## config.mk

```make
export PLATFORM = sky130hd
export DESIGN_NAME = cmd_frame_parser
export DESIGN_NICKNAME = d
export VERILOG_FILES = /design/src/rtl/cmd_frame_parser.sv
export SDC_FILE = /design/constraint.sdc
export NUM_CORES = 1
export LEC_CHECK = 0
export CAP_MARGIN = 15
export CORE_MARGIN = 1.5
export CORE_UTILIZATION = 45
export DETAILED_ROUTE_END_ITERATION = 10
export GPL_TIMING_DRIVEN = 0
export PLACE_DENSITY_LB_ADDON = 0.2
export SYNTH_ARGS = -nofsm -noshare
export SYNTH_HDL_FRONTEND = slang
export SYNTH_SLANG_ARGS = --single-unit
```

## constraint.sdc

```tcl
create_clock -name CLK_50MHZ -period 2.6 [get_ports CLK_50MHZ]
set_input_delay 0.26 -clock CLK_50MHZ [delete_from_list [all_inputs] [get_ports CLK_50MHZ]]
set_output_delay 0.26 -clock CLK_50MHZ [all_outputs]
set_load 0.02 [all_outputs]
```

## src/rtl/cmd_frame_parser.sv

```systemverilog
// Command frame parser: assembles SYNC/CMD/ADDR/DATA/CHK frames from a UART byte
// stream and hands each valid command to the flash manager as a single trigger pulse.
module cmd_frame_parser #(
  parameter logic [7:0] SYNC_BYTE   = 8'hA5,
  parameter int         TIMEOUT_CYC = 500000
) (
  input  logic       CLK_50MHZ,
  input  logic       RST_N,
  input  logic [7:0] rx_byte,
  input  logic       rx_valid,
  input  logic       tx_trig,
  output logic       cmd_rx,
  output logic [7:0] addr_rx,
  output logic [7:0] data_rx,
  output logic       fl_trg,
  output logic       busy,
  output logic       frame_err,
  output logic [7:0] err_cnt
);

  // state     | meaning
  // HUNT      | discard bytes until SYNC_BYTE
  // GET_CMD   | waiting for command byte
  // GET_ADDR  | waiting for address byte
  // GET_DATA  | waiting for data byte
  // GET_CHK   | waiting for checksum byte, then validate
  // ISSUE     | publish command, pulse fl_trg
  // WAIT_DONE | hold outputs until tx_trig or timeout
  localparam logic [2:0] ST_HUNT      = 3'd0;
  localparam logic [2:0] ST_GET_CMD   = 3'd1;
  localparam logic [2:0] ST_GET_ADDR  = 3'd2;
  localparam logic [2:0] ST_GET_DATA  = 3'd3;
  localparam logic [2:0] ST_GET_CHK   = 3'd4;
  localparam logic [2:0] ST_ISSUE     = 3'd5;
  localparam logic [2:0] ST_WAIT_DONE = 3'd6;

  localparam int              TW       = (TIMEOUT_CYC > 2) ? $clog2(TIMEOUT_CYC) : 1;
  localparam logic [TW-1:0]   TMO_LAST = TW'(TIMEOUT_CYC - 1);

  logic [2:0]    state_q, state_d;
  logic [7:0]    rx_byte_q, rx_byte_d;
  logic          rx_valid_q, rx_valid_d;
  logic          tx_trig_q, tx_trig_d;
  logic [7:0]    cmd_byte_q, cmd_byte_d;
  logic [7:0]    addr_byte_q, addr_byte_d;
  logic [7:0]    data_byte_q, data_byte_d;
  logic [TW-1:0] tmr_q, tmr_d;
  logic          cmd_rx_q, cmd_rx_d;
  logic [7:0]    addr_rx_q, addr_rx_d;
  logic [7:0]    data_rx_q, data_rx_d;
  logic          fl_trg_q, fl_trg_d;
  logic          busy_q, busy_d;
  logic          frame_err_q, frame_err_d;
  logic [7:0]    err_cnt_q, err_cnt_d;

  logic          tmo;
  logic          chk_pass;

  // UART inputs are registered once so the FSM only ever sees clean, aligned strobes
  assign rx_byte_d  = rx_byte;
  assign rx_valid_d = rx_valid;
  assign tx_trig_d  = tx_trig;

  assign tmo      = (tmr_q == TMO_LAST);
  assign chk_pass = (rx_byte_q == (cmd_byte_q ^ addr_byte_q ^ data_byte_q)) &&
                    (cmd_byte_q[7:1] == 7'd0);

  always_comb begin
    state_d     = state_q;
    cmd_byte_d  = cmd_byte_q;
    addr_byte_d = addr_byte_q;
    data_byte_d = data_byte_q;
    tmr_d       = tmr_q;
    cmd_rx_d    = cmd_rx_q;
    addr_rx_d   = addr_rx_q;
    data_rx_d   = data_rx_q;
    fl_trg_d    = 1'b0;
    busy_d      = busy_q;
    frame_err_d = 1'b0;

    case (state_q)
      ST_HUNT: begin
        tmr_d = '0;
        if (rx_valid_q && (rx_byte_q == SYNC_BYTE)) begin
          state_d = ST_GET_CMD;
        end
      end

      ST_GET_CMD, ST_GET_ADDR, ST_GET_DATA, ST_GET_CHK: begin
        if (rx_valid_q) begin
          tmr_d = '0;
          case (state_q)
            ST_GET_CMD: begin
              cmd_byte_d = rx_byte_q;
              state_d    = ST_GET_ADDR;
            end
            ST_GET_ADDR: begin
              addr_byte_d = rx_byte_q;
              state_d     = ST_GET_DATA;
            end
            ST_GET_DATA: begin
              data_byte_d = rx_byte_q;
              state_d     = ST_GET_CHK;
            end
            default: begin
              if (chk_pass) begin
                state_d = ST_ISSUE;
              end else begin
                state_d     = ST_HUNT;
                frame_err_d = 1'b1;
              end
            end
          endcase
        end else if (tmo) begin
          state_d     = ST_HUNT;
          frame_err_d = 1'b1;
          tmr_d       = '0;
        end else begin
          tmr_d = tmr_q + TW'(1);
        end
      end

      ST_ISSUE: begin
        tmr_d       = '0;
        cmd_rx_d    = cmd_byte_q[0];
        addr_rx_d   = addr_byte_q;
        data_rx_d   = data_byte_q;
        fl_trg_d    = 1'b1;
        busy_d      = 1'b1;
        frame_err_d = rx_valid_q;
        state_d     = ST_WAIT_DONE;
      end

      ST_WAIT_DONE: begin
        frame_err_d = rx_valid_q;
        if (tx_trig_q) begin
          state_d = ST_HUNT;
          busy_d  = 1'b0;
          tmr_d   = '0;
        end else if (tmo) begin
          state_d     = ST_HUNT;
          busy_d      = 1'b0;
          frame_err_d = 1'b1;
          tmr_d       = '0;
        end else begin
          tmr_d = tmr_q + TW'(1);
        end
      end

      default: begin
        state_d = ST_HUNT;
        tmr_d   = '0;
        busy_d  = 1'b0;
      end
    endcase
  end

  // one count per error pulse, sticking at full scale
  assign err_cnt_d = (frame_err_d && (err_cnt_q != 8'hFF)) ? err_cnt_q + 8'd1 : err_cnt_q;

  always_ff @(posedge CLK_50MHZ or negedge RST_N) begin
    if (!RST_N) begin
      state_q     <= ST_HUNT;
      rx_byte_q   <= 8'd0;
      rx_valid_q  <= 1'b0;
      tx_trig_q   <= 1'b0;
      cmd_byte_q  <= 8'd0;
      addr_byte_q <= 8'd0;
      data_byte_q <= 8'd0;
      tmr_q       <= '0;
      cmd_rx_q    <= 1'b0;
      addr_rx_q   <= 8'd0;
      data_rx_q   <= 8'd0;
      fl_trg_q    <= 1'b0;
      busy_q      <= 1'b0;
      frame_err_q <= 1'b0;
      err_cnt_q   <= 8'd0;
    end else begin
      state_q     <= state_d;
      rx_byte_q   <= rx_byte_d;
      rx_valid_q  <= rx_valid_d;
      tx_trig_q   <= tx_trig_d;
      cmd_byte_q  <= cmd_byte_d;
      addr_byte_q <= addr_byte_d;
      data_byte_q <= data_byte_d;
      tmr_q       <= tmr_d;
      cmd_rx_q    <= cmd_rx_d;
      addr_rx_q   <= addr_rx_d;
      data_rx_q   <= data_rx_d;
      fl_trg_q    <= fl_trg_d;
      busy_q      <= busy_d;
      frame_err_q <= frame_err_d;
      err_cnt_q   <= err_cnt_d;
    end
  end

  assign cmd_rx    = cmd_rx_q;
  assign addr_rx   = addr_rx_q;
  assign data_rx   = data_rx_q;
  assign fl_trg    = fl_trg_q;
  assign busy      = busy_q;
  assign frame_err = frame_err_q;
  assign err_cnt   = err_cnt_q;

endmodule

```

Word-level counts from Yosys, hierarchy flattened --
Index checks and enable logic that the tools add are counted.
Storage, ports and cells: bits in registers 84, input bits 12
Operators by class: add/subtract/negate cells 2, equality and inequality tests 12, muxes and demuxes 22, bitwise logic cells 3, reduce and logical (&&, ||, !) cells 12
Operator list (number):
- $mux W19 | 3
- $pmux W19 S2 | 1
- $add A19 B1 Y19 const B | 1
- $eq A19 B19 Y1 const B | 1
- $xor A8 B8 Y8 | 2
- $mux W3 | 5
- $pmux W3 S4 | 1
- $eq A3 B3 Y1 const B | 3
- $mux W1 | 9
- $pmux W3 S3 | 1
- $reduce_and A3 Y1 | 3
- $add A8 B1 Y8 const B | 1
- $eq A8 B8 Y1 | 1
- $eq A8 B8 Y1 const B | 1
- $ne A8 B8 Y1 const B | 1
- $logic_not A7 Y1 | 1
- $eq A3 B2 Y1 const B | 2
- $pmux W1 S3 | 2
- $reduce_or A5 Y1 | 1
- $reduce_or A4 Y1 | 1
- $eq A3 B1 Y1 const B | 1
- $logic_and A1 B1 Y1 | 3
- $logic_not A3 Y1 | 1
- $ne A3 B3 Y1 const B | 1
- 4 further kinds | 4

Logic depth before layout (Yosys ltp) --
depth after elaboration 9, mapped depth 8, depth with buffers taken out 8

Worst setup path before layout --
Ideal clock, no wire load.
path type register to register, start register tmr_q[0], end register err_cnt_q[1] (netlist: err_cnt[1]), setup time 0.125 ns, data arrival time 1.790 ns, setup slack 0.685 ns, stages on the path, launching flop included 9, clock period less this slack 1.915 ns, path through dfrtp_1 > ha_1 > nand3_1 > nor2_2 > and4_1 > a32oi_2 > o21ai_4 > and2_4 > mux2_4
On the way: cells in the longest elaborated chain, start to end 5, elaborated cells on any way between the ends 7, classes of those cells eq/ne: 1; mux: 5; reduce/logical: 1
Ends and longest elaborated chain:
- start, declared | line 47 | logic [TW-1:0] tmr_q, tmr_d;
- start signal, assigned | line 186 | tmr_q <= tmr_d;
- $eq A19 B19 Y1 * | line 64 | assign tmo = (tmr_q == TMO_LAST);
- $mux W1, on equally long branches | line 140, 114
- $mux W1, on equally long branches | line 136, 90
- $pmux W1 S3 * | line 81 | case (state_q)
- net frame_err_d | line 53 | logic frame_err_q, frame_err_d;
- $logic_and A1 B1 Y1 * | line 159 | assign err_cnt_d = (frame_err_d && (err_cnt_q != 8'hFF)) ? err_cnt_q + 8'd1 : err_cnt_q;
- end signal, assigned | line 193 | err_cnt_q <= err_cnt_d;
- end, declared | line 54 | logic [7:0] err_cnt_q, err_cnt_d;
Mark *: on every way through the listed nets, which the timed path passes. The rest lies on a longest branch. A chain may end at the register's enable or synchronous reset.

Final worst setup path --
start register tmr_q[0], end register tmr_q[9]
On the way: cells in the longest elaborated chain, start to end 4, elaborated cells on any way between the ends 6, classes of those cells add/sub: 1; eq/ne: 1; mux: 4
Ends and longest elaborated chain (line):
- $add A19 B1 Y19 or $eq A19 B19 Y1 (tied branches) | 119, 146, 64
- $mux W19 * | 114, 140
- $mux W19, on equally long branches | 136, 90
- $pmux W19 S2 * | 81
- net tmr_d[9] | 47
Marks and branches as above.

==> results.json <==
{
  "detail_route.wl_per_cell_um": 14.39,
  "worst_slew_pin_slew_ns": 0.5965,
  "synthesis.yosys.warnings": 0,
  "pin_count": 40,
  "remaining_drc_errors": 0,
  "detailedPlace.worstSlack_ns": 0.3853,
  "clk_path_buf_depth": 2,
  "min_to": "rx_byte_q[0]",
  "comb_power_share_pct": 14.8,
  "cp-start-kind": "flop",
  "synth_cell_types": 40,
  "synth_area_um2": 3664,
  "gr-usage-met2_pct": 25.54,
  "floorplan_die_area_um2": 8692,
  "grtUsageMet1_pct": 22.23,
  "holdCritStartpoint": "rx_byte[0]",
  "worst_path_max_delay_cell": "clkbuf_1",
  "insertion_delay_ns": 0.35,
  "chipHeight_um": 93.23,
  "cellLeakagePower_nw": 1.973,
  "critPathTopFamily": "simple AND/OR/NAND/NOR gates",
  "share_clk_of_total_power_pct": 29.7,
  "synth_async_sr_flop_share_pct": 100.0,
  "htree_levels": 3,
  "share_of_layout_cells_above_drive_strength_1_pct": 20.45,
  "unrepaired_setup_endpoints_after_global_routing": "false",
  "cp.required_ns": 2.82,
  "grt_first_pass_wirelength_um": 10980,
  "initial_utilization_pct": 46.92,
  "setup_ws_final_ns": 0.3926,
  "min_path_type": "input port to flop",
  "row_count": 32,
  "die_width_um": 93.23,
  "critical_path_cell_count": 7,
  "synth.cells.most_frequent": "dfrtp_1 (84), mux2_2 (41), xnor2_1 (27)",
  "hold_path_depth": 1,
  "post_synth_edffs": 0,
  "max-cap-violations": 0,
  "globalplace.congestion": 0.8090,
  "mappedNetlistNets": 310,
  "seq_area_frac_synth_pct": 57.38,
  "antennaDiodeCount": 0,
  "worstSetupPathType": "flop to flop",
  "dp_hpwl_um": 4504,
  "worst_clock_skew_ns": 0.01042,
  "top_cells_by_area_in_the_synthesized_netlist": "dfrtp_1 (57%), mux2_2 (13%), xnor2_1 (6.5%)",
  "cts_buffers": 9,
  "worst-endpoint-arrival_ns": 2.42,
  "grt_antenna_before_repair": 0,
  "setup_viol": 0,
  "buffers_inverters_on_critical_path": 1,
  "crit-reg2reg-launch": "tmr_q[0]",
  "power_switching_w": 0.0007193,
  "detail_route.first_pass.iterations": 4,
  "grt_overflow_total": 0,
  "routed_via_density": 5.172,
  "route.antenna.remaining_nets": 0,
  "ff2ff_setup_slack_ns": 0.39,
  "syn_area_per_cell_um2": 12.38,
  "worstPathMaxFanout": 10,
  "globalRoute.busiestLayer": "met2",
  "globalRouteMet3Util_pct": 3.659,
  "finalCriticalPeriod_ns": 2.207,
  "r2r_end": "tmr_q[9]",
  "postSynthCellCount": 296,
  "power.switching_fraction_pct": 26.52,
  "fin_crit_sh_pct": 84.90,
  "timing.critical_path.cells": "ha_1 -> nand3_1 -> nor2_2 -> nand4_1 -> nand2_1 -> clkbuf_1 -> nor2_1",
  "slew_viol_final": 0,
  "seqPwrFrac_pct": 55.5,
  "totalNegativeSetupSlack_ns": 0,
  "final_wirelength_um": 6534,
  "post_cts_hold_buffer_count": 1,
  "final_nets": 362,
  "finalHoldViolCount": 0,
  "max-slew-margin-rel_pct": 59.89,
  "cellPowerDensity_nw_per_um2": 618.7,
  "yosys_most_used_dff": "dfrtp_1",
  "area.growth.synth_to_final_pct": 19.64,
  "coreArea_um2": 7807,
  "first_iter_violations": 72,
  "clk_transition_reported_paths_ns": 0.08,
  "vdd_drop_max_v": 0.0003398,
  "synthDominantAreaCellType": "dfrtp_1",
  "yosysMostFrequentCell": "dfrtp_1",
  "worst_r2r_path_depth": 7,
  "power.internal_w": 0.001993,
  "num_vias": 2348,
  "track_usage_pct": 16.22,
  "grt_pass1_vias": 2275,
  "proportion_of_netlist_area_held_by_the_largest_area_contributor_pct": 57.38,
  "cts_tree": "done",
  "post-cts-setup-buffers": 0,
  "status": "complete, no violations",
  "timing.critical_path.to_type": "flop",
  "port-buffer-count": 39,
  "clock_sinks": 84,
  "flops_latches_synth": 84,
  "maximum_number_of_pins_on_one_net_before_global_route_repair": 56,
  "cts-resized-gates": 0,
  "clock_root_buffer": "clkbuf_8",
  "worst_path_largest_cell_delay_ns": 0.42,
  "fmax_ghz": 0.4530
}
[state kept, by name, indices dropped and copies added (netlist names)]
register and flops:
cmd_byte_q 8, cmd_rx 1, addr_rx 8, addr_byte_q 8, tmr_q 19, rx_valid_q 1
err_cnt 8, rx_byte_q 8, data_rx 8, busy 1, state_q 3, frame_err 1
tx_trig_q 1, data_byte_q 8, fl_trg 1
[layout make-up]
cell class / instances / area, um^2
fillers: 680 / 3425
flip-flops and latches: 84 / 2102
repair buffers: 41 / 425.4
clock inverters: 5 / 28.78
well taps: 102 / 127.6
multi-input cells: 197 / 1496
clock buffers: 10 / 137.6
inverters: 7 / 26.28
plain buffers: 8 / 38.79
[metrics by stage]
step | utilization (%) | cell area, um^2 | power, W | hold slack [ns] | std cells
final | 56.14 | 4383 | 0.002712 | 0.3423 | 454
after global routing | 56.14 | 4383 | 0.002857 | 0.3326 | 454
after CTS | 56.14 | 4383 | 0.002751 | 0.3306 | 454
after detailed placement | 53.88 | 4207 | 0.001940 | 0.2238 | 438
after global placement | 53.56 | 4182 | 0.001921 | 0.4751 | 437
after floorplan | - | 3664 | 0.001817 | -0.03559 | 296
[logic make-up after synthesis]
logic type | Yosys count | share of synthesized area (%)
AO/OA/AOI/OAI | 21 | 3.826
buffers and inverters | 15 | 1.776
AND/OR/NAND/NOR | 89 | 13.01
adder cells (fa/ha/maj) | 2 | 0.6830
XOR/XNOR | 42 | 10.04
multiplexers | 43 | 13.29
flip-flops | 84 | 57.38
[power by group through the flow]
stage	Clock, W	Combinational (W)	Sequential [W]
after detailed placement	0	0.000406	0.00153
final	0.000805	0.000402	0.00150
after global routing	0.000884	0.000451	0.00152
after floorplan	0	0.000311	0.00151
after CTS	0.000834	0.000410	0.00151
after global placement	0	0.000393	0.00153
[worst max path at each step]
stage	startpoint	endpoint
final	tmr_q[0]	tmr_q[9]
after global routing	tmr_q[0]	tmr_q[7]
after CTS	tmr_q[0]	tmr_q[9]
after detailed placement	tmr_q[0]	tmr_q[9]
after global placement	RST_N	addr_rx[7]
after floorplan	tmr_q[0]	err_cnt[1]
[layout by cell type, fill, tap and decap left out, types with 2 or more instances in the layout]
cell type,instances
ha_1,2
clkdlybuf4s50_1,38
o21ai_0,5
clkbuf_8,10
or3_1,3
nand2_1,12
clkbuf_1,3
xnor2_1,27
nor2b_1,2
nand4_1,6
nor2_1,23
nand3_1,17
buf_2,4
inv_1,7
dfrtp_1,84
mux2_2,41
and3_1,9
a31oi_1,2
nor3_1,5
clkinv_2,4
buf_4,2
a21oi_1,8
xor2_1,15
[worst register-to-register path, cell delays in order (launching register included)]
cell and delay (ns):
dfrtp_1 0.39, ha_1 0.20, nand3_1 0.13, nor2_2 0.30, nand4_1 0.21, nand2_1 0.32, clkbuf_1 0.42, nor2_1 0.12
[routing by layer]
metal,part of all wire [%],vias up
met2,48,36
met3,3.0,6
li1,-,1127
met4,0.73,0
met5,0,-
met1,48,1179
(Power assumes the default switching activity.)
